<file path="src/rtl/spi_ram_ctrl.sv">
`default_nettype none
// ============================================================================
//  Module   : spi_ram_ctrl
//  Purpose  : Command-decoding word RAM behind an SPI slave. Each received
//             frame {cmd[1:0], payload[DATA_WIDTH-1:0]} either loads a
//             write/read pointer, stores a word, or fetches a word for the
//             SPI shifter. Optional pointer auto-increment supports bursts.
//  Ports    : clk       - rising-edge clock
//             rst       - asynchronous active-high reset
//             rx_valid  - rx_data holds a complete frame this cycle
//             rx_data   - [DATA_WIDTH+1:DATA_WIDTH]=cmd, [DATA_WIDTH-1:0]=payload
//             tx_data   - last word read (held between reads)
//             tx_valid  - one-cycle pulse, tx_data is new
//             err       - one-cycle pulse, previous frame was rejected
//  Revision : 1.0 - parametrised width/depth, auto-increment, error flag
// ============================================================================
module spi_ram_ctrl #(
    parameter int DATA_WIDTH = 8,
    parameter int DEPTH      = 256,
    parameter int AUTO_INC   = 0
) (
    input  logic                  clk,
    input  logic                  rst,
    input  logic                  rx_valid,
    input  logic [DATA_WIDTH+1:0] rx_data,
    output logic [DATA_WIDTH-1:0] tx_data,
    output logic                  tx_valid,
    output logic                  err
);

    // ADDR_WIDTH must not exceed DATA_WIDTH: the address is carried in the payload.
    localparam int ADDR_WIDTH = (DEPTH > 1) ? $clog2(DEPTH) : 1;

    localparam logic [1:0] c_cmd_wr_addr = 2'b00;
    localparam logic [1:0] c_cmd_wr_data = 2'b01;
    localparam logic [1:0] c_cmd_rd_addr = 2'b10;
    localparam logic [1:0] c_cmd_rd_data = 2'b11;

    localparam logic [ADDR_WIDTH-1:0] c_last     = ADDR_WIDTH'(DEPTH - 1);
    localparam logic [ADDR_WIDTH:0]   c_depth    = (ADDR_WIDTH + 1)'(DEPTH);
    localparam bit                    c_auto_inc = (AUTO_INC != 0);

    logic [DATA_WIDTH-1:0] r_mem [DEPTH];

    logic [ADDR_WIDTH-1:0] r_wr_ptr;
    logic [ADDR_WIDTH-1:0] r_rd_ptr;
    logic                  r_wr_armed;
    logic                  r_rd_armed;
    logic [DATA_WIDTH-1:0] r_tx_data;
    logic                  r_tx_valid;
    logic                  r_err;

    logic [1:0]            w_cmd;
    logic [DATA_WIDTH-1:0] w_payload;
    logic [ADDR_WIDTH-1:0] w_addr;
    logic                  w_upper_zero;
    logic                  w_addr_ok;
    logic [ADDR_WIDTH-1:0] w_wr_inc;
    logic [ADDR_WIDTH-1:0] w_rd_inc;

    logic [ADDR_WIDTH-1:0] w_wr_ptr_nxt;
    logic [ADDR_WIDTH-1:0] w_rd_ptr_nxt;
    logic                  w_wr_armed_nxt;
    logic                  w_rd_armed_nxt;
    logic                  w_mem_we;
    logic                  w_rd_en;
    logic                  w_reject;

    assign w_cmd     = rx_data[DATA_WIDTH+1:DATA_WIDTH];
    assign w_payload = rx_data[DATA_WIDTH-1:0];
    assign w_addr    = w_payload[ADDR_WIDTH-1:0];

    // Payload bits above the address field must be zero for an address frame.
    generate
        if (DATA_WIDTH > ADDR_WIDTH) begin : g_upper_bits
            assign w_upper_zero = ~|w_payload[DATA_WIDTH-1:ADDR_WIDTH];
        end else begin : g_no_upper_bits
            assign w_upper_zero = 1'b1;
        end
    endgenerate

    // Explicit range compare so non-power-of-2 depths reject the unused codes.
    assign w_addr_ok = w_upper_zero && ({1'b0, w_addr} < c_depth);

    // Pointer increment wraps at DEPTH-1, not at 2^ADDR_WIDTH-1.
    assign w_wr_inc = (r_wr_ptr == c_last) ? '0 : r_wr_ptr + 1'b1;
    assign w_rd_inc = (r_rd_ptr == c_last) ? '0 : r_rd_ptr + 1'b1;

    always_comb begin
        w_wr_ptr_nxt   = r_wr_ptr;
        w_rd_ptr_nxt   = r_rd_ptr;
        w_wr_armed_nxt = r_wr_armed;
        w_rd_armed_nxt = r_rd_armed;
        w_mem_we       = 1'b0;
        w_rd_en        = 1'b0;
        w_reject       = 1'b0;
        if (rx_valid) begin
            case (w_cmd)
                c_cmd_wr_addr: begin
                    if (w_addr_ok) begin
                        w_wr_ptr_nxt   = w_addr;
                        w_wr_armed_nxt = 1'b1;
                    end else begin
                        w_reject = 1'b1;
                    end
                end
                c_cmd_wr_data: begin
                    if (r_wr_armed) begin
                        w_mem_we = 1'b1;
                        if (c_auto_inc) begin
                            w_wr_ptr_nxt = w_wr_inc;
                        end else begin
                            w_wr_armed_nxt = 1'b0;
                        end
                    end else begin
                        w_reject = 1'b1;
                    end
                end
                c_cmd_rd_addr: begin
                    if (w_addr_ok) begin
                        w_rd_ptr_nxt   = w_addr;
                        w_rd_armed_nxt = 1'b1;
                    end else begin
                        w_reject = 1'b1;
                    end
                end
                default: begin // read data; payload is a dummy byte
                    if (r_rd_armed) begin
                        w_rd_en = 1'b1;
                        if (c_auto_inc) begin
                            w_rd_ptr_nxt = w_rd_inc;
                        end else begin
                            w_rd_armed_nxt = 1'b0;
                        end
                    end else begin
                        w_reject = 1'b1;
                    end
                end
            endcase
        end
    end

    always_ff @(posedge clk or posedge rst) begin
        if (rst) begin
            r_wr_ptr   <= '0;
            r_rd_ptr   <= '0;
            r_wr_armed <= 1'b0;
            r_rd_armed <= 1'b0;
            r_tx_data  <= '0;
            r_tx_valid <= 1'b0;
            r_err      <= 1'b0;
        end else begin
            r_wr_ptr   <= w_wr_ptr_nxt;
            r_rd_ptr   <= w_rd_ptr_nxt;
            r_wr_armed <= w_wr_armed_nxt;
            r_rd_armed <= w_rd_armed_nxt;
            r_tx_valid <= w_rd_en;
            r_err      <= w_reject;
            if (w_rd_en) begin
                r_tx_data <= r_mem[r_rd_ptr];
            end
        end
    end

    // Storage is deliberately not reset. A write in cycle N is visible to a
    // read in cycle N+1 because the read samples the array one edge later.
    always_ff @(posedge clk) begin
        if (w_mem_we) begin
            r_mem[r_wr_ptr] <= w_payload;
        end
    end

    assign tx_data  = r_tx_data;
    assign tx_valid = r_tx_valid;
    assign err      = r_err;

endmodule
`default_nettype wire

</file>
<file path="config.mk">
export PLATFORM = sky130hd
export DESIGN_NAME = spi_ram_ctrl
export DESIGN_NICKNAME = d
export VERILOG_FILES = /design/src/rtl/spi_ram_ctrl.sv
export SDC_FILE = /design/constraint.sdc
export NUM_CORES = 2
export LEC_CHECK = 0
export CAP_MARGIN = 20
export CORE_MARGIN = 2
export CORE_UTILIZATION = 34
export DETAILED_ROUTE_END_ITERATION = 10
export SETUP_SLACK_MARGIN = 0.5
export SKIP_CTS_REPAIR_TIMING = 1
export SYNTH_ARGS = -nofsm -noshare
export SYNTH_HDL_FRONTEND = slang
export SYNTH_SLANG_ARGS = --single-unit
</file>
<file path="constraint.sdc">
create_clock -name clk -period 2.7 [get_ports clk]
set_input_delay 0.27 -clock clk [delete_from_list [all_inputs] [get_ports clk]]
set_output_delay 0.27 -clock clk [all_outputs]
set_load 0.005 [all_outputs]
</file>
Word-level counts from Yosys, hierarchy flattened

Memory sizes are Yosys's and may differ from the RTL's. A register that Yosys moved wholly into a read port is not among the register bits.
Cells that the tools add are included.

$add $sub $neg: 0
$mul: 0
Divide/modulo/power cells: 0
$lt $le $gt $ge: 0
Equality and inequality tests: 2
Shift-type cells: 0
Muxes and demuxes: 14
Bitwise logic cells: 1
Reduce and logical (&&, ||, !) cells: 9

Operator list:

| cell                                          | number |
|---|---|
| two-way mux 1 bit                             | 11 |
| AND reduction 2 bit                           | 4 |
| case mux 1 bit (2 select lines)               | 3 |
| OR reduction 2 bit                            | 2 |
| OR reduction 3 bit                            | 1 |
| == test 2 x 1 -> 1 bit, second input constant | 1 |
| == test 2 bit, second input constant          | 1 |
| logical NOT 2 bit                             | 1 |
| nonzero test 2 bit                            | 1 |
| NOT 1 bit                                     | 1 |

Bits in registers: 20
Latch bits: 0
RAM bits: 2048
Bits in read-only memories: 0
Bits of input ports: 13
Output and inout port bits: 10
Word-level logic and storage cells: 33
Memories: 1

Memory list:

| name  | words | bits a word | read ports | clocked after Yosys merged registers in | wr ports | line | RTL |
|---|---|---|---|---|---|---|---|
| r_mem | 256   | 8           | 1          | 1                                       | 1        | 43   | `logic [DATA_WIDTH-1:0] r_mem [DEPTH];` |

Longest topological paths before layout

Depth after elaboration: 5
Gate-level depth with buffers: 13
Gate-level depth less buffers: 7

Worst setup path before layout

Ideal clock, no wire load.

Path type: reg-to-reg
Start point: register r_rd_ptr[0]
End point: register r_tx_data[7], in the netlist tx_data[7], read port of r_mem
Setup time: 124 ps
Arrival time: 2225 ps
Data required time: 2576 ps
Path slack: 352 ps
Cell stages (with the launch flop): 11
Path buffers: 4
Clock period less this slack: 2348 ps
Cell sequence: dfrtp_1 -> buf_6 -> buf_6 -> buf_6 -> buf_4 -> mux2i_1 -> nor2_1 -> or4_1 -> o2111ai_1 -> nor4_1 -> a211o_1

RTL lines:

| what                   | line | RTL |
|---|---|---|
| start, declared        | 46   | `logic [ADDR_WIDTH-1:0] r_rd_ptr;` |
| start signal, assigned | 154  | `r_rd_ptr <= w_rd_ptr_nxt;` |
| end, declared          | 49   | `logic [DATA_WIDTH-1:0] r_tx_data;` |

==> results by group <==
Outcome
  • Outcome: finished with violations
  • Failing checks: setup timing

Placement
  • Placed Area: roughly 92000 um^2
  • Post-DP HPWL: 149 mm
  • Buffers on Ports: 22
  • GP Congestion: 0.856
  • Dpl cells: just under 8000
  • Post-place setup slack: -0.880 ns

Layout
  • Nets: 4941
  • Final core occ: 42.0%
  • Fraction of layout cells with a size suffix above 1: between 30% and 40%
  • Fin cells: between 8000 and 9000
  • Area grow syn2layout: 23.0%
  • Final Cell Area: 99900 um^2

Synth
  • Yosys top cell by area: edfxtp_1
  • Primary FF master, synth: edfxtp_1
  • Flops & latches, synth: ~2100
  • Cell area after synthesis: just over 80000 um^2
  • Number of enable flip-flop cells after synthesis: 2048
  • Mean Syn Cell Area: about 20 um^2
  • Cells after Synth: 4090
  • Async SR Flop Fraction: 1.35%
  • Top-area cell type share of the netlist area: 75.7%
  • Top area cells in the synthesized netlist: edfxtp_1 76%, mux4_2 8.9%, mux2i_1 5.1%
  • Syn nets: 4103
  • Register area share after synthesis: roughly three quarters
  • YS warnings: 0
  • Yosys cell types: 62

Power
  • Worst VDD drop: ~0.69 mV
  • Overall Power: ~77 mW
  • Pwr Density: 766 nW/um^2
  • Leak Pwr: 33.1 nW

GRT
  • Grt total ovfl: 0
  • Largest net degree at the start of global routing: 96
  • First-pass GRT wire length: between 300 and 400 mm
  • GRT Util Overall: between 15 and 20%
  • Vias in the first global route: 43792
  • Initial antenna violation count: 6

Flow run
  • Max Cap Violations: 0

STA
  • # setup viols final: 8
  • Final Skew: 0.0292 ns
  • Fmax: between 300 and 400 MHz
  • Final worst-path cycle share: 110%
  • Min cycle time layout: 2.98 ns
  • Relative slew slack: 42.8%
  • Pin slew with the least headroom to its limit: ~0.83 ns
  • Fin. max-slew vios: 0
  • Final WS setup: -0.282 ns
  • RSZ-0062 raised after global routing: true
  • Final Hold Vio Count: 0

Clocking
  • Num CTS Buffers: 210
  • CTS Buffer Depth: 3
  • CTS tree: done
  • CTS Root Cell: clkbuf_16
  • # clock sinks: between 2000 and 2500
  • Clock Latency Late Sink: ~0.84 ns
  • H-tree depth: 4
  • Clock Pin Slew Worst Setup and Hold Paths: ~0.06 ns

Floorplanning
  • Rows: 179
  • Core ar.: 238000 um^2
  • Initial core utilization: 34.2%
  • Die Height: 493 um
  • I/O pin cnt: 23
  • Die X: 493 um
  • Die area: 243000 um^2

Min path
  • Hold WC Path Type: in2reg
  • WHS Path Cells: 1

Detailed routing
  • Vias: 44058
  • Post-Route WL: 227 mm
  • DR vias/cell: 5.33
  • DRC Markers: 0
  • DR pass1 iterations: 7
  • Avg WL per Cell: 27.5 um
  • DRT iter0 DRCs: approximately 5700
  • Post-route ant nets: 0

Critical path
  • Worst EP required: about 3.4 ns
  • Critical path data arrival time: 3.70 ns
  • Setup crit end kind: flip-flop
  • Critical path class: reg2reg
  • Worst Reg-to-Reg Cells: 12
  • CP startpoint kind: flip-flop
  • Max FO, Critical Path: 32
[cells by family after synthesis]
logic type	Yosys count	share of synthesized area (%)
flops	2076	76.6
mux	757	14.5
simple gates	548	2.90
compound gates	454	3.90
buf+inv	255	2.11
[synthesized netlist by cell type (all sizes together), types with 36 or more instances]
cell type	n
a21oi	50
mux4	330
nor2	303
o22ai	116
nor3	36
clkbuf	103
o221ai	56
mux2i	410
nand2	101
edfxtp	2048
buf	147
a22oi	36
a211oi	38
o21ai	53
[report_power, final]
part / switching, mW / internal, mW
clock network: 12.2 / 15.9
registers: 0.345 / 35.5
logic: 7.00 / 5.58
[placed cells by master, fill, tap and decap left out, types with 35 or more instances in the layout]
cell type	synthesis	routed
a21oi_1	50	43
a22oi_1	36	35
buf_12	8	150
buf_4	38	658
clkbuf_1	103	48
clkbuf_16	0	220
clkinv_1	1	53
edfxtp_1	2048	2048
mux2i_1	410	403
mux4_2	321	322
nand2_1	101	96
nor2_1	303	227
nor2_2	0	74
o21ai_0	49	41
o221ai_1	55	51
o22ai_1	116	108
[layer usage]
| layer | GRT usage, % | share of wire [%] | vias to the layer above |
|---|---|---|---|
| met1 | 25.6 | 42 | 23325 |
| met4 | 5.65 | 3.0 | 4 |
| met5 | 0 | 0.015 | - |
| met2 | 29.0 | 47 | 1817 |
| met3 | 2.98 | 7.4 | 325 |
| li1 | - | - | 18587 |
[critical path, cell delays in order, from the launching register on]
cell and delay, ns:
dfrtp_4 0.49, buf_6 0.21, buf_16 0.24, buf_16 0.23, mux2i_1 0.27, a221oi_1 0.13
o21a_1 0.18, a211o_1 0.24, a31oi_1 0.17, buf_4 0.17, nor3_1 0.06, buf_4 0.13
a211o_1 0.26
[final timing paths]
check | from | to | slack [ns]
setup / recovery | r_rd_ptr[1] | tx_data[5] | -0.28
hold / removal | rx_data[5] | r_mem[62][5] | 0.01
setup reg to reg | r_rd_ptr[1] | tx_data[5] | -0.28
hold reg to reg | r_rd_armed | r_rd_armed | 0.51
max in group asynchronous | rst | r_rd_ptr[0] | 1.80
min in group asynchronous | rst | tx_data[6] | 0.49
[flip-flops by register name, indices dropped and copies added, names as in the netlist]
signal      flops
r_mem        2048
tx_valid        1
err             1
r_rd_ptr        8
r_wr_armed      1
r_rd_armed      1
r_wr_ptr        8
tx_data         8
[area by class of cell]
class	count	area (um^2)
tap	3167	3960
inverter	5	21.3
multi-input combinational	1759	18100
clock buffer	262	5540
timing repair buffer	876	8930
clock inverter	118	1080
sequential	2076	62200
fill	20504	138000
antenna	2	5.00
[through the flow]
stage,hold WS (ns),setup TNS (ns)
finish,0.0112,-1.83
global route,0.00929,-2.25
CTS,-0.102,-4.49
detailed placement,0.496,-4.28
global placement,0.486,-4.42
floorplan,0.335,0
No activity file was read; power rests on OpenSTA's default activity.
